==> config.mk <==
export PLATFORM = sky130hd
export DESIGN_NAME = fetch_pc_unit_flat
export DESIGN_NICKNAME = d
export VERILOG_FILES = /design/src/rtl/fetch_pc_unit_pkg.sv /design/src/rtl/fetch_pc_unit_if.sv /design/src/rtl/next_pc_calc.sv /design/src/rtl/fetch_pc_unit.sv /design/src/flat_wrapper.sv
export SDC_FILE = /design/constraint.sdc
export NUM_CORES = 1
export LEC_CHECK = 0
export CORE_ASPECT_RATIO = 1.4
export CORE_MARGIN = 1.5
export CORE_UTILIZATION = 44
export CTS_BUF_LIST = sky130_fd_sc_hd__clkbuf_8 sky130_fd_sc_hd__clkbuf_16
export CTS_CLUSTER_SIZE = 28
export DETAILED_ROUTE_END_ITERATION = 16
export HOLD_SLACK_MARGIN = 0.12
export PLACE_DENSITY = 0.94
export SLEW_MARGIN = 20
export SYNTH_ARGS = -nofsm -noshare
export SYNTH_HDL_FRONTEND = slang
export SYNTH_SLANG_ARGS = --single-unit
==> constraint.sdc <==
create_clock -name clk -period 2.9 [get_ports clk]
set_input_delay 0.435 -clock clk [delete_from_list [all_inputs] [get_ports clk]]
set_output_delay 0.435 -clock clk [all_outputs]
set_load 0.02 [all_outputs]
==> src/rtl/fetch_pc_unit_pkg.sv <==
// Shared definitions for the fetch/PC unit: FSM encoding, branch codes, NOP and reset PC.
package fetch_pc_unit_pkg;

   typedef enum logic [1:0] {
      StIdle = 2'b00,
      StReq  = 2'b01,
      StHold = 2'b10,
      StHalt = 2'b11
   } fetch_state_e;

   localparam logic [2:0] BR_NONE = 3'b000;
   localparam logic [2:0] BR_BEQ  = 3'b001;
   localparam logic [2:0] BR_BNE  = 3'b010;
   localparam logic [2:0] BR_BLT  = 3'b011;
   localparam logic [2:0] BR_BGE  = 3'b100;
   localparam logic [2:0] BR_JALR = 3'b101;
   localparam logic [2:0] BR_JAL  = 3'b110;

   localparam logic [31:0] NOP_INSTR        = 32'h0000_0013;
   localparam logic [31:0] DEFAULT_RESET_PC = 32'h0000_0000;

   // Only word alignment of bit 1 is enforced; JALR targets have bit 0 cleared already.
   function automatic logic target_misaligned(input logic [31:0] target);
      return target[1];
   endfunction

endpackage

==> src/rtl/fetch_pc_unit_if.sv <==
// Instruction-memory read port: fetch unit drives request/address, memory returns ack/data.
interface fetch_pc_unit_if;
   logic        req;
   logic [31:0] addr;
   logic        ack;
   logic [31:0] rdata;

   modport master (output req, output addr, input ack, input rdata);
   modport slave  (input req, input addr, output ack, output rdata);
endinterface

==> src/rtl/next_pc_calc.sv <==
// Combinational next-PC selection from the control unit's branch code and ALU flags.
module next_pc_calc
   import fetch_pc_unit_pkg::*;
(
   input  logic [31:0] pc_i,
   input  logic [2:0]  branch_i,
   input  logic        jump_i,
   input  logic        alu_zero_i,
   input  logic        alu_lt_i,
   input  logic [31:0] imm_i,
   input  logic [31:0] alu_result_i,
   output logic [31:0] next_pc_o,
   output logic        misaligned_o
);

   logic [31:0] seq_pc;
   logic [31:0] rel_pc;

   always_comb begin
      seq_pc    = pc_i + 32'd4;
      rel_pc    = pc_i + imm_i;
      next_pc_o = seq_pc;
      if (jump_i || (branch_i == BR_JALR)) begin
         next_pc_o = {alu_result_i[31:1], 1'b0};
      end else begin
         case (branch_i)
            BR_BEQ:  next_pc_o = alu_zero_i ? rel_pc : seq_pc;
            BR_BNE:  next_pc_o = alu_zero_i ? seq_pc : rel_pc;
            BR_BLT:  next_pc_o = alu_lt_i ? rel_pc : seq_pc;
            BR_BGE:  next_pc_o = alu_lt_i ? seq_pc : rel_pc;
            BR_JAL:  next_pc_o = rel_pc;
            default: next_pc_o = seq_pc;
         endcase
      end
      misaligned_o = target_misaligned(next_pc_o);
   end

endmodule

==> src/rtl/fetch_pc_unit.sv <==
// Fetch FSM and PC register: requests one instruction, holds it until retired, then steers the PC.
module fetch_pc_unit
   import fetch_pc_unit_pkg::*;
#(
   parameter logic [31:0] RESET_PC = DEFAULT_RESET_PC
) (
   input  logic             clk,
   input  logic             rst_n,
   fetch_pc_unit_if.master  imem,
   output logic             instr_valid,
   output logic [31:0]      instr,
   output logic [6:0]       op_code,
   output logic [2:0]       func3,
   output logic [6:0]       func7,
   output logic [31:0]      pc,
   output logic [31:0]      pc_plus4,
   input  logic             retire,
   input  logic [2:0]       branch,
   input  logic             jump,
   input  logic             alu_zero,
   input  logic             alu_lt,
   input  logic [31:0]      imm,
   input  logic [31:0]      alu_result,
   output logic             misalign_err
);

   fetch_state_e state_d, state_q;
   logic [31:0]  pc_d, pc_q;
   logic [31:0]  instr_d, instr_q;
   logic         instr_valid_d, instr_valid_q;
   logic         req_d, req_q;
   logic         misalign_d, misalign_q;
   logic [31:0]  next_pc;
   logic         next_misaligned;

   next_pc_calc u_next_pc_calc (
      .pc_i         (pc_q),
      .branch_i     (branch),
      .jump_i       (jump),
      .alu_zero_i   (alu_zero),
      .alu_lt_i     (alu_lt),
      .imm_i        (imm),
      .alu_result_i (alu_result),
      .next_pc_o    (next_pc),
      .misaligned_o (next_misaligned)
   );

   always_comb begin
      state_d       = state_q;
      pc_d          = pc_q;
      instr_d       = instr_q;
      instr_valid_d = instr_valid_q;
      req_d         = req_q;
      misalign_d    = misalign_q;
      case (state_q)
         StIdle: begin
            state_d = StReq;
            req_d   = 1'b1;
         end
         StReq: begin
            if (imem.ack) begin
               instr_d       = imem.rdata;
               instr_valid_d = 1'b1;
               req_d         = 1'b0;
               state_d       = StHold;
            end
         end
         StHold: begin
            if (retire) begin
               instr_valid_d = 1'b0;
               // A bad target freezes the PC at the offending instruction for debug.
               if (next_misaligned) begin
                  misalign_d = 1'b1;
                  state_d    = StHalt;
               end else begin
                  pc_d    = next_pc;
                  req_d   = 1'b1;
                  state_d = StReq;
               end
            end
         end
         StHalt: begin
            req_d         = 1'b0;
            instr_valid_d = 1'b0;
         end
         default: begin
            state_d = StIdle;
            req_d   = 1'b0;
         end
      endcase
   end

   always_ff @(posedge clk or negedge rst_n) begin
      if (!rst_n) begin
         state_q       <= StIdle;
         pc_q          <= RESET_PC;
         instr_q       <= NOP_INSTR;
         instr_valid_q <= 1'b0;
         req_q         <= 1'b0;
         misalign_q    <= 1'b0;
      end else begin
         state_q       <= state_d;
         pc_q          <= pc_d;
         instr_q       <= instr_d;
         instr_valid_q <= instr_valid_d;
         req_q         <= req_d;
         misalign_q    <= misalign_d;
      end
   end

   assign imem.req     = req_q;
   assign imem.addr    = pc_q;
   assign instr_valid  = instr_valid_q;
   assign instr        = instr_q;
   assign op_code      = instr_q[6:0];
   assign func3        = instr_q[14:12];
   assign func7        = instr_q[31:25];
   assign pc           = pc_q;
   assign pc_plus4     = pc_q + 32'd4;
   assign misalign_err = misalign_q;

endmodule

==> src/flat_wrapper.sv <==
// flat-port wrapper written by rule: the top's interface ports become plain ports
module fetch_pc_unit_flat import fetch_pc_unit_pkg::*;
#(
   parameter logic [31:0] RESET_PC = DEFAULT_RESET_PC
)
  (clk, rst_n, instr_valid, instr, op_code, func3, func7, pc, pc_plus4, retire, branch, jump, alu_zero, alu_lt, imm, alu_result, misalign_err, imem_req, imem_addr, imem_ack, imem_rdata);
  fetch_pc_unit_if imem_i ();
  input  logic clk;
  input  logic rst_n;
  output logic instr_valid;
  output logic [31:0] instr;
  output logic [6:0] op_code;
  output logic [2:0] func3;
  output logic [6:0] func7;
  output logic [31:0] pc;
  output logic [31:0] pc_plus4;
  input  logic retire;
  input  logic [2:0] branch;
  input  logic jump;
  input  logic alu_zero;
  input  logic alu_lt;
  input  logic [31:0] imm;
  input  logic [31:0] alu_result;
  output logic misalign_err;
  output wire logic [$bits(imem_i.req)-1:0] imem_req;
  output wire logic [$bits(imem_i.addr)-1:0] imem_addr;
  input wire logic [$bits(imem_i.ack)-1:0] imem_ack;
  input wire logic [$bits(imem_i.rdata)-1:0] imem_rdata;
  assign imem_req = imem_i.req;
  assign imem_addr = imem_i.addr;
  assign imem_i.ack = imem_ack;
  assign imem_i.rdata = imem_rdata;
  fetch_pc_unit #(.RESET_PC(RESET_PC)) u_core (.clk(clk), .rst_n(rst_n), .imem(imem_i), .instr_valid(instr_valid), .instr(instr), .op_code(op_code), .func3(func3), .func7(func7), .pc(pc), .pc_plus4(pc_plus4), .retire(retire), .branch(branch), .jump(jump), .alu_zero(alu_zero), .alu_lt(alu_lt), .imm(imm), .alu_result(alu_result), .misalign_err(misalign_err));
endmodule
==> reports/summary.txt <==
Status - finished clean
Predominant post-synthesis flop cell - dfrtp_1
Top cell type's share of synthesized area - 26.64%
Mapped Cells - 715
Antenna violations before repair - 0
Total power - 10.76 mW
Library cells used by synthesis - 74
Routability cong. - 0.9848
Final worst-path cycle share - 96.89%
# port buffers - 249
Hold Vio Cnt, Final - 0
Worst Tran Pin Value - 0.8903 ns
WP data required - 2.47 ns
Die area - 14,600 sq um
Number of global-route vias before repair - 6,843
Global-route wire length before repair - 35,110 um
Bufs on Longest Clock Path - 2
CTS sink cnt - 68
Final ANT Viol Nets - 0
Max Cap Viol - 0
Most frequent cells in the layout - 228 x clkdlybuf4s50_1, 87 x buf_4, 71 x nand2_1
Clk_lat worst skew - 0.34 ns
Die Ht - 142.4 um
Worst-path clk slew - 0.06 ns
Max FO, Critical Path - 5
Post-synthesis to final-layout area growth - 53.47%
Core area - 13,450 sq um
Via count - 6,889
Row count - 50
CTS tree - done
Initial core utilization - 45.39%
Peak Freq - 0.3559 GHz
Synthesis-stage register bit count - 68
Residual DRC - 0
Largest net degree at the start of global routing - 39
CP peak stage delay - 0.45 ns
Mean number of vias per cell - 5.838
Top cells by area, synth - dfrtp_1 27%, ha_1 7.4%, buf_4 6.5%
Syn. warnings - 0
Num CTS Buffers - 9
Post-synth ARST share - 100.0%
GRT overflow - 0
Post-Place Cell Area - 9060 sq um
Total Wirelength - 23,060 um
HPWL after DPL - 18,070 um
Crit path time final - 2.810 ns
Post-DR wirelength/cell - 19.54 um
H-tree levels - 3
Crit-path cells - ha_1, nand3_2, or3_1, nor3_2, xor2_1, clkdlybuf4s15_2
Pwr/cell area - 1148 nW/um^2
Most common cell after layout, fill and taps aside - clkdlybuf4s50_1
Worst Path Arrival - 2.37 ns
Worst relative slew slack - 40.65%
Post-Syn Area per Cell - 8.538 sq um
Layout cells sized above 1 - 16.83%
CP max-delay cell - or3_1
Layout Nets - 1,135
Gr usage total - 31.09%
Element type at the critical path start - flip-flop
Setup Skew - 0.009521 ns
Setup repair after global routing missed its margin - false
Largest area contributor in the netlist - dfrtp_1
P_leak - 4.122 nW
Max IR drop VDD - 0.5822 mV
Final setup vio count - 0
Total inserted antenna cells - 0
Clk root buf - clkbuf_16
Post-synth EDFFs - 0
Crit path capture type - primary output
Slew Viols, Final - 0
Post-synthesis sequential area ratio - 27.94%
Final instance area - 9369 sq um
I/O pin total - 254
DR iter-0 viols - 573
Pre-antenna DRT Iters - 6
Tightest Hold Check Type - in -> async
Chip width - 102.6 um
Crit Path Category - reg -> out
Synthesized area - 6105 sq um
## power breakdown
group	total, mW	internal [mW]	switching [mW]
Sequential	1.93	1.44	0.486
Combinational	7.76	3.66	4.10
Clock	1.07	0.591	0.476
Total	10.8	5.70	5.06
## final timing paths
check	start	endpoint	slack (ns)	cells after the start
max	u_core.imem.addr[2]$_DFFE_PN0P_	pc_plus4[20]	0.09	6
min	rst_n	u_core.instr[28]$_DFFE_PN0P_	0.22	1
max reg2reg	u_core.imem.addr[4]$_DFFE_PN0P_	u_core.imem.addr[18]$_DFFE_PN0P_	0.15	9
min reg2reg	u_core.misalign_err$_DFFE_PN0P_	u_core.misalign_err$_DFFE_PN0P_	0.46	1
max in group asynchronous	rst_n	u_core.imem.addr[6]$_DFFE_PN0P_	1.98	2
min in group clk	u_core.misalign_err$_DFFE_PN0P_	u_core.misalign_err$_DFFE_PN0P_	0.46	1
## Yosys cell counts (all sizes together) (5+ instances only)
cell type	instances
or3	8
dfrtp	65
and3	12
nor2	52
mux2	32
nand4	17
o21ai	35
a21oi	44
o21a	6
and2	7
a31oi	5
o211ai	15
clkbuf	11
mux2i	7
o22ai	5
a211o	8
inv	24
buf	65
ha	36
nor3	15
xnor2	27
a211oi	8
o21bai	5
nand3	26
nor4	6
o31ai	10
a21o	12
nand2	72
xor2	17
## logic make-up after synthesis
logic type	count (synthesis)	share of synthesized area (%)
muxes	39	7.051
other	1	0.06143
buffers and inverters	100	9.797
xor gates and xnor gates	44	6.313
AOI/OAI and AO/OA	193	22.20
and+or+nand+nor	234	19.27
adders and majority gates	36	7.379
DFF	68	27.94
## registers in the layout, indices dropped and copies added, names as in the netlist
register / flops
u_core.instr: 32
u_core.imem.addr: 31
u_core.state_q: 2
u_core.imem.req: 1
u_core.instr_valid: 1
u_core.misalign_err: 1
## cell type report
type / count / area (sq um)
Clock buffer: 9 / 225.2
Multi-Input combinational cell: 549 / 3834
Tap cell: 182 / 227.7
Sequential cell: 68 / 1707
Inverter: 24 / 90.09
Timing Repair Buffer: 341 / 3229
Fill cell: 1034 / 4081
Clock inverter: 7 / 56.30
## metal layers
layer | vias up | part of all wire (%) | GRT usage, %
met5 | - | 0 | 0
met4 | 0 | 5.2 | 16.65
met3 | 96 | 7.0 | 3.684
met2 | 408 | 50 | 54.58
met1 | 3237 | 37 | 36.28
li1 | 3148 | - | -
## worst max-delay path, delay by kind of cell, from the launching register on
family                   cells  cell delay, ns
flip-flops                   1            0.41
adder cells (fa/ha/maj)      1            0.23
buffers and inverters        1            0.30
XOR/XNOR                     1            0.24
AND/OR/NAND/NOR              3            0.86
## what timing repair did
| action | 4_1_cts | 5_1_grt |
|---|---|---|
| setup buffers | 1 | 1 |
| endpoints found under the setup margin | 20 | 10 |
| hold buffers | 0 | 0 |
| gates resized for setup | 20 | 11 |
| pin swaps | 1 | 1 |
## metrics by stage
step	setup WS, ns	std cells	utilization [%]	hold WS [ns]	TNS, ns
floorplan	0.3656	717	-	0.1394	0
global placement	-0.05749	1162	67.36	0.4392	-0.05749
detailed placement	-0.09739	1162	67.36	0.4579	-0.2199
CTS	0.003835	1179	69.52	0.2462	0
global route	0.03823	1180	69.66	0.2999	0
finish	0.09031	1180	69.66	0.2166	0
Note: power is estimated with default switching activity, not from simulation.
